## config.mk

```make
export PLATFORM = sky130hd
export DESIGN_NAME = delay_pipe_flat
export DESIGN_NICKNAME = d
export VERILOG_FILES = /design/src/rtl/delay_pipe_pkg.sv /design/src/rtl/delay_pipe_if.sv /design/src/rtl/delay_pipe_stage.sv /design/src/rtl/delay_pipe.sv /design/src/flat_wrapper.sv
export SDC_FILE = /design/constraint.sdc
export NUM_CORES = 1
export LEC_CHECK = 0
export BUFFER_PORTS_ARGS = -buffer_cell sky130_fd_sc_hd__buf_4
export CAP_MARGIN = 5
export CORE_AREA = 4 4 41 43
export DETAILED_ROUTE_END_ITERATION = 8
export DIE_AREA = 0 0 45 47
export GPL_TIMING_DRIVEN = 0
export SETUP_SLACK_MARGIN = 0.3
export SLEW_MARGIN = 40
export SYNTH_ARGS = -nofsm -noshare
export SYNTH_HDL_FRONTEND = slang
export SYNTH_SLANG_ARGS = --single-unit
```

## constraint.sdc

```tcl
create_clock -name clk -period 0.85 [get_ports clk]
set_input_delay 0.085 -clock clk [delete_from_list [all_inputs] [get_ports clk]]
set_output_delay 0.085 -clock clk [all_outputs]
set_load 0.05 [all_outputs]
```

## src/rtl/delay_pipe_pkg.sv

```systemverilog
// Shared constants and helpers for the delay_pipe retiming block.
// Holds the select-width helper and the tap clamp used by the top level.
package delay_pipe_pkg;

  localparam int DEF_WIDTH = 1;
  localparam int DEF_DEPTH = 3;

  // Ceiling log2; callers pass DEPTH+1 so the result is always >= 1.
  function automatic int clog2(input int value);
    int r;
    int v;
    r = 0;
    v = value - 1;
    while (v > 0) begin
      r = r + 1;
      v = v >> 1;
    end
    return r;
  endfunction

  // Out-of-range selects map to the nearest real tap.
  function automatic int clamp_sel(input int sel, input int depth);
    if (sel < 1) begin
      return 1;
    end else if (sel > depth) begin
      return depth;
    end
    return sel;
  endfunction

endpackage

```

## src/rtl/delay_pipe_if.sv

```systemverilog
// Data/control bundle of delay_pipe: upstream drives the word, tap select and
// pipe controls; the pipe returns the tapped word and the in-flight count.
interface delay_pipe_if #(
  parameter int WIDTH = 8,
  parameter int SEL_W = 2
) ();
  // No back-pressure: in_valid qualifies in_data on every edge with ce=1 and
  // flush=0; out_valid qualifies out_data, which is never masked.
  logic             ce;
  logic             flush;
  logic             in_valid;
  logic [WIDTH-1:0] in_data;
  logic [SEL_W-1:0] dly_sel;
  logic             out_valid;
  logic [WIDTH-1:0] out_data;
  logic [SEL_W-1:0] in_flight;

  modport master (
    output ce, flush, in_valid, in_data, dly_sel,
    input  out_valid, out_data, in_flight
  );

  modport slave (
    input  ce, flush, in_valid, in_data, dly_sel,
    output out_valid, out_data, in_flight
  );
endinterface

```

## src/rtl/delay_pipe_stage.sv

```systemverilog
// One register stage of delay_pipe: a valid flag plus data word.
// Reset clears both, flush clears only the valid flag, ce advances.
module delay_stage #(
  parameter int               WIDTH     = 1,
  parameter logic [WIDTH-1:0] RESET_VAL = '0
) (
  input  logic             clk,
  input  logic             rst,
  input  logic             i_ce,
  input  logic             i_flush,
  input  logic             i_valid,
  input  logic [WIDTH-1:0] i_data,
  output logic             o_valid,
  output logic [WIDTH-1:0] o_data
);
  logic             r_valid;
  logic [WIDTH-1:0] r_data;

  // Flush leaves data in place so a flushed stage still shows its last word.
  always_ff @(posedge clk) begin
    if (rst) begin
      r_valid <= 1'b0;
      r_data  <= RESET_VAL;
    end else if (i_flush) begin
      r_valid <= 1'b0;
    end else if (i_ce) begin
      r_valid <= i_valid;
      r_data  <= i_data;
    end
  end

  assign o_valid = r_valid;
  assign o_data  = r_data;
endmodule

```

## src/rtl/delay_pipe.sv

```systemverilog
// Run-time selectable delay line: DEPTH register stages with a tap mux and a
// count of valid words between the input and the selected tap.
module delay_pipe
  import delay_pipe_pkg::*;
#(
  parameter int               WIDTH     = DEF_WIDTH,
  parameter int               DEPTH     = DEF_DEPTH,
  parameter int               SEL_W     = clog2(DEPTH + 1),
  parameter logic [WIDTH-1:0] RESET_VAL = '0
) (
  input logic         clk,
  input logic         rst,
  delay_pipe_if.slave bus
);
  // Index 0 is the input port; 1..DEPTH are the stage outputs.
  logic [DEPTH:0]   w_v;
  logic [WIDTH-1:0] w_d [0:DEPTH];
  int               w_eff_sel;
  logic             w_out_valid;
  logic [WIDTH-1:0] w_out_data;
  logic [SEL_W-1:0] w_in_flight;

  assign w_v[0] = bus.in_valid;
  assign w_d[0] = bus.in_data;

  generate
    for (genvar k = 1; k <= DEPTH; k++) begin : g_stage
      delay_stage #(
        .WIDTH     (WIDTH),
        .RESET_VAL (RESET_VAL)
      ) u_stage (
        .clk     (clk),
        .rst     (rst),
        .i_ce    (bus.ce),
        .i_flush (bus.flush),
        .i_valid (w_v[k-1]),
        .i_data  (w_d[k-1]),
        .o_valid (w_v[k]),
        .o_data  (w_d[k])
      );
    end
  endgenerate

  assign w_eff_sel = clamp_sel(int'(bus.dly_sel), DEPTH);

  // Tap mux and popcount read the flops directly; the tap follows dly_sel
  // immediately, so changing it re-exposes or skips words already in flight.
  always_comb begin
    w_out_valid = 1'b0;
    w_out_data  = w_d[1];
    w_in_flight = '0;
    for (int k = 1; k <= DEPTH; k++) begin
      if (k == w_eff_sel) begin
        w_out_valid = w_v[k];
        w_out_data  = w_d[k];
      end
      if ((k <= w_eff_sel) && w_v[k]) begin
        w_in_flight = w_in_flight + SEL_W'(1);
      end
    end
  end

  assign bus.out_valid = w_out_valid;
  assign bus.out_data  = w_out_data;
  assign bus.in_flight = w_in_flight;
endmodule

```

## src/flat_wrapper.sv

```systemverilog
// flat-port wrapper written by rule: the top's interface ports become plain ports
module delay_pipe_flat import delay_pipe_pkg::*;
#(
  parameter int               WIDTH     = DEF_WIDTH,
  parameter int               DEPTH     = DEF_DEPTH,
  parameter int               SEL_W     = clog2(DEPTH + 1),
  parameter logic [WIDTH-1:0] RESET_VAL = '0
)
  (clk, rst, bus_ce, bus_flush, bus_in_valid, bus_in_data, bus_dly_sel, bus_out_valid, bus_out_data, bus_in_flight);
  delay_pipe_if #(.WIDTH(WIDTH), .SEL_W(SEL_W)) bus_i ();
  input logic clk;
  input logic rst;
  input wire logic [$bits(bus_i.ce)-1:0] bus_ce;
  input wire logic [$bits(bus_i.flush)-1:0] bus_flush;
  input wire logic [$bits(bus_i.in_valid)-1:0] bus_in_valid;
  input wire logic [$bits(bus_i.in_data)-1:0] bus_in_data;
  input wire logic [$bits(bus_i.dly_sel)-1:0] bus_dly_sel;
  output wire logic [$bits(bus_i.out_valid)-1:0] bus_out_valid;
  output wire logic [$bits(bus_i.out_data)-1:0] bus_out_data;
  output wire logic [$bits(bus_i.in_flight)-1:0] bus_in_flight;
  assign bus_i.ce = bus_ce;
  assign bus_i.flush = bus_flush;
  assign bus_i.in_valid = bus_in_valid;
  assign bus_i.in_data = bus_in_data;
  assign bus_i.dly_sel = bus_dly_sel;
  assign bus_out_valid = bus_i.out_valid;
  assign bus_out_data = bus_i.out_data;
  assign bus_in_flight = bus_i.in_flight;
  delay_pipe #(.WIDTH(WIDTH), .DEPTH(DEPTH), .SEL_W(SEL_W), .RESET_VAL(RESET_VAL)) u_core (.clk(clk), .rst(rst), .bus(bus_i));
endmodule
```

# Word-level counts from Yosys, hierarchy flattened
# Index checks and enable logic that the tools add are counted.
[word_totals] register_bits=6 inputBits=8 out_inout_bits=4 wordCells=32
[classes] addsub=2 n_lt_le_gt_ge=4 eq_ne=3 n_mux=11 bitwise=1 n_reduce_logical=5
[ops] cell="2-to-1 mux 1 bit" n=8
[ops] cell="2-to-1 mux 2 bit" n=3
[ops] cell="equality test 2 bit, first input constant" n=2
[ops] cell="less-or-equal comparator 2 bit, first input constant" n=2
[ops] cell="logical AND 1 bit" n=3
[ops] cell="adder 1 x 1 -> 2 bit, second input constant" n=1
[ops] cell="adder 2 x 1 -> 2 bit, second input constant" n=1
[ops] cell="equality test 1 x 2 -> 1 bit, first input constant" n=1
[ops] cell="less-or-equal comparator 1 x 2 -> 1 bit, first input constant" n=1
[ops] cell="less-than comparator 2 x 1 -> 1 bit, second input constant" n=1
[ops] cell="AND reduction 2 bit" n=1
[ops] cell="OR reduction 2 bit" n=1
[ops] cell="NOT 1 bit" n=1

# Longest topological paths before layout
[depth] depth_word=10 ltp_mapped=5 ltp_nobuf=5

# Hierarchy
# From an unflattened synthesis, not the netlist that was laid out.
[hier_totals] cells_unflattened=40 area_unflattened_um2=361.6
[modules_own_cells] mod="delay_stage" instances=3 cells_each=8 area_each_um2=83.8 seq_area_each_um2=40.0
[modules_own_cells] mod="delay_pipe" instances=1 cells_each=16 area_each_um2=110.1 seq_area_each_um2=0.0

# Least setup slack after synthesis
# Ideal clock, no wire load.
[synth_path] kind="reg2out" from="register u_core.g_stage[1].u_stage.r_valid" to="output bus_in_flight[1]" t_arrival_ns=1.684 t_required_ns=0.765 slack_ns=-0.919 path_stages_with_launch=4 path_buffers=0 path_cell_list="dfxtp_1 inv_1 ha_1 o21ai_0"
[synth_between] elab_chain_cells=6
[synth_rtl] element="from (decl)" line="delay_pipe_stage.sv:16" source="logic r_valid;"
[synth_rtl] element="from (signal assigned)" line="delay_pipe_stage.sv:27" source="r_valid <= i_valid;"
[synth_rtl] element="logical AND 1 bit (*)" line="delay_pipe.sv:57" source="if ((k <= w_eff_sel) && w_v[k]) begin"
[synth_rtl] element="2-to-1 mux 1 bit (*)" line="delay_pipe.sv:57"
[synth_rtl] element="adder 1 x 1 -> 2 bit" line="delay_pipe.sv:58" source="w_in_flight = w_in_flight + SEL_W'(1);"
[synth_rtl] element="2-to-1 mux 2 bit (*)" line="delay_pipe.sv:57"
[synth_rtl] element="adder 2 x 1 -> 2 bit" line="delay_pipe.sv:58"
[synth_rtl] element="2-to-1 mux 2 bit (*)" line="delay_pipe.sv:57"
[synth_rtl] element="to (decl)" line="flat_wrapper.sv:20" source="output wire logic [$bits(bus_i.in_flight)-1:0] bus_in_flight;"
# Every way passes the cells marked *; elsewhere a longest branch is shown, timed or not.

# Worst setup path after layout
[layout_path] from="register u_core.g_stage[2].u_stage.r_valid" to="output bus_in_flight[0]"
[layout_between] elab_chain_cells=4
[layout_rtl] element="from (decl)" line="delay_pipe_stage.sv:16"
[layout_rtl] element="from (signal assigned)" line="delay_pipe_stage.sv:27"
[layout_rtl] element="logical AND 1 bit (*)" line="delay_pipe.sv:57"
[layout_rtl] element="2-to-1 mux 2 bit (*)" line="delay_pipe.sv:57"
[layout_rtl] element="adder 2 x 1 -> 2 bit" line="delay_pipe.sv:58"
[layout_rtl] element="2-to-1 mux 2 bit (*)" line="delay_pipe.sv:57"
# Marked as above.

==> summary.md <==
| Metric | Value |
|---|---|
| WL per Instance | 10.8 µm |
| Full die area | 2120 µm² |
| Largest net degree at the start of global routing | 7 |
| Clock transition at the registers of the reported paths | 0.04 ns |
| Synth warn | 0 |
| Critical Path AT | 1.20 ns |
| Relative slew slack | 0.884 |
| Failing checks | setup timing |
| TritonCTS clock tree | built |
| GRT overflow | 0 |
| DRC Markers | 0 |
| Top cell type's share of synthesized area | 0.375 |
| Startpoint types | flop |
| Leakage | 0.243 nW |
| RSZ-0062 raised after global routing | yes |
| Root Driver | clkbuf_4 |
| Cell Area, Placed | 504 µm² |
| WS Path Type | flop to output port |
| Mapped Avg Cell Area | 9.15 µm² |
| Netlist cell types | 13 |
| Die width | 45 µm |
| Max Clock Freq | 779 MHz |
| R2r setup slk | 0 ns |
| Cell area after synthesis | 320 µm² |
| Hold Path Class | primary input to flop |
| Number of port buffers | 11 |
| Drt initial violations | 1 |
| Starting Density | 0.246 |
| Worst path slowest cell | dfxtp_2 |
| Status | finished with violations |
| CTS buffer count | 3 |
| Number of global-route vias before repair | 288 |
| Worst Path Buf+Inv | 1 |
| Final #Nets | 63 |
| Setup TNS | -1.47 ns |
| Post-detailed-route count of antenna-violating nets | 0 |
| Final hold vios | 0 |
| Share of cells above drive strength 1 | 0.647 |
| Yosys top cell by area | dfxtp_1 |
| PwrDens | 1170 nW/µm² |
| Max Fanout on Critical Path | 2 |
| Slack of the critical path | -0.434 ns |
| First-pass GRT wire length | 1220 µm |
| H-tree Lvls | 1 |
| Maximum VDD drop | 0.611 mV |
| Register area | 130 µm² |
| Design Area, Final | 593 µm² |
| Layout area overhead | 85.2% |
| Total core area | 1300 µm² |
| FILL cells | 135 |
| Synth Instances | 35 |
| Ys async rst share | 0 |
| Final setup fails | 5 |
| Sequential area share after synthesis | 0.375 |
| Insertion delay to the later sink of the worst-skew pair | 0.24 ns |
| Initial antenna violation count | 0 |
| Antenna cells | 0 |
| Clock Skew | 0.00200 ns |
| Vias/cell | 4.21 |
| Count leader, synth | mux2i_1 |
| Post-synth net total | 45 |
| Ordered list of cells on the worst path | nand2_2 > ha_4 > xnor2_4 > buf_6 |
| CTS Buffer Depth | 2 |
| Max-cap violation count | 0 |
| Via count | 278 |
| Fin crit share | 1.51 |
| Final Wtd Congestion | 0.657 |
| Fin. max-slew vios | 0 |
| Slew @ Worst Pin | 0.170 ns |
| Number of synthesized flops with an enable pin | 0 |
| Die H | 47 µm |
| Hold slack | 0.0486 ns |
| # clock sinks | 6 |
| Seq cells post-synth | 6 |
| Multi-input logic area | 294 µm² |
| Ports | 12 |
| Rows | 13 |
| GRT Total Usage | 0.0846 |
| Critical path's largest stage delay | 0.33 ns |
| Kind of end point of the critical path | output port |
| Routed wire length | 713 µm |
| Total power | 0.696 mW |
| Critical Path RT | 0.76 ns |
| Synth top area cells | dfxtp_1 38%, mux2i_1 25%, ha_1 7.8% |
| List of most frequent post-synthesis cells | 8 x mux2i_1, 6 x dfxtp_1, 5 x nor2_1 |
| TritonRoute pass-1 iters | 2 |
| Final Critical Period | 1.28 ns |
| CP top delay family | flip-flops |
| Main flop type after synthesis | dfxtp_1 |
[cells in the final DEF, fill, tap and decap left out]
| cell | instances |
|---|---|
| buf_4 | 8 |
| mux2i_4 | 2 |
| nor2_1 | 5 |
| inv_2 | 1 |
| ha_4 | 1 |
| nand3_4 | 1 |
| xnor2_4 | 1 |
| o21ai_4 | 1 |
| mux2i_1 | 6 |
| clkbuf_4 | 3 |
| a21oi_4 | 2 |
| nand2_1 | 1 |
| dfxtp_4 | 1 |
| nand2_2 | 1 |
| nor2b_4 | 1 |
| nor3_1 | 3 |
| inv_1 | 1 |
| dfxtp_2 | 5 |
| buf_6 | 5 |
| ha_1 | 1 |
| clkbuf_1 | 1 |
[state kept, by name, indices dropped and copies added (netlist names)]
signal and count:
u_core.g_stage.u_stage.o_valid 3, u_core.g_stage.u_stage.o_data 3
[worst paths after layout]
check	startpoint	end	cells after the start
max reg2reg	u_core.g_stage[2].u_stage.o_valid	u_core.g_stage[3].u_stage.o_valid	4
min reg2reg	u_core.g_stage[1].u_stage.o_data	u_core.g_stage[1].u_stage.o_data	2
min	rst	u_core.g_stage[2].u_stage.o_data	2
max	u_core.g_stage[2].u_stage.o_valid	bus_in_flight[0]	4
[routing by layer]
metal,global-route usage,vias to the layer above,wire (µm)
met1,0.100,118,316
li1,-,152,-
met2,0.121,8,335
met3,0.0192,0,60
met5,0,-,0
met4,0.0877,0,0
[worst reg2reg max path, cell delays in order, from the launching register on]
cell and delay [ns]:
dfxtp_2 0.32, buf_4 0.13, buf_6 0.11, mux2i_1 0.13
nor3_1 0.05
[power breakdown]
group	total, mW	switching (mW)	internal (mW)	leakage [nW]
clock	0.251	0.0920	0.159	0.0138
combinational	0.153	0.0800	0.0729	0.177
sequential	0.292	0.00557	0.287	0.0518
total	0.696	0.178	0.519	0.243
[per-stage QoR]
step,utilization,std cells,worst slack (ns)
floorplan,-,35,-0.203
global placement,0.388,61,-0.246
detailed placement,0.388,61,-0.243
CTS,0.450,66,-0.451
global route,0.456,66,-0.477
finish,0.456,66,-0.434
[layout make-up]
class                           instances  share of cell area
Timing Repair Buffer                   13               0.196
Multi-Input combinational cell         26               0.496
Sequential cell                         6               0.219
Buffer                                  1             0.00633
Inverter                                2              0.0127
Clock buffer                            3              0.0380
Tap cell                               15              0.0316
[logic make-up after synthesis]
| group | synth area share |
|---|---|
| AOI/OAI and AO/OA | 0.0469 |
| xor gates and xnor gates | 0.0273 |
| adders and majority gates | 0.0781 |
| buffers and inverters | 0.0352 |
| DFF | 0.375 |
| muxes | 0.250 |
| and+or+nand+nor | 0.187 |
[what timing repair did]
item / 4_1_cts / 5_1_grt
endpoints found under the setup margin: 10 / 10
gates resized for setup: 10 / 1
pin swaps: 2 / 0
buffers inserted: 2 / 0
gates cloned: 0 / 0
hold buffers: 0 / 0
Note: power is estimated with default switching activity, not from simulation.
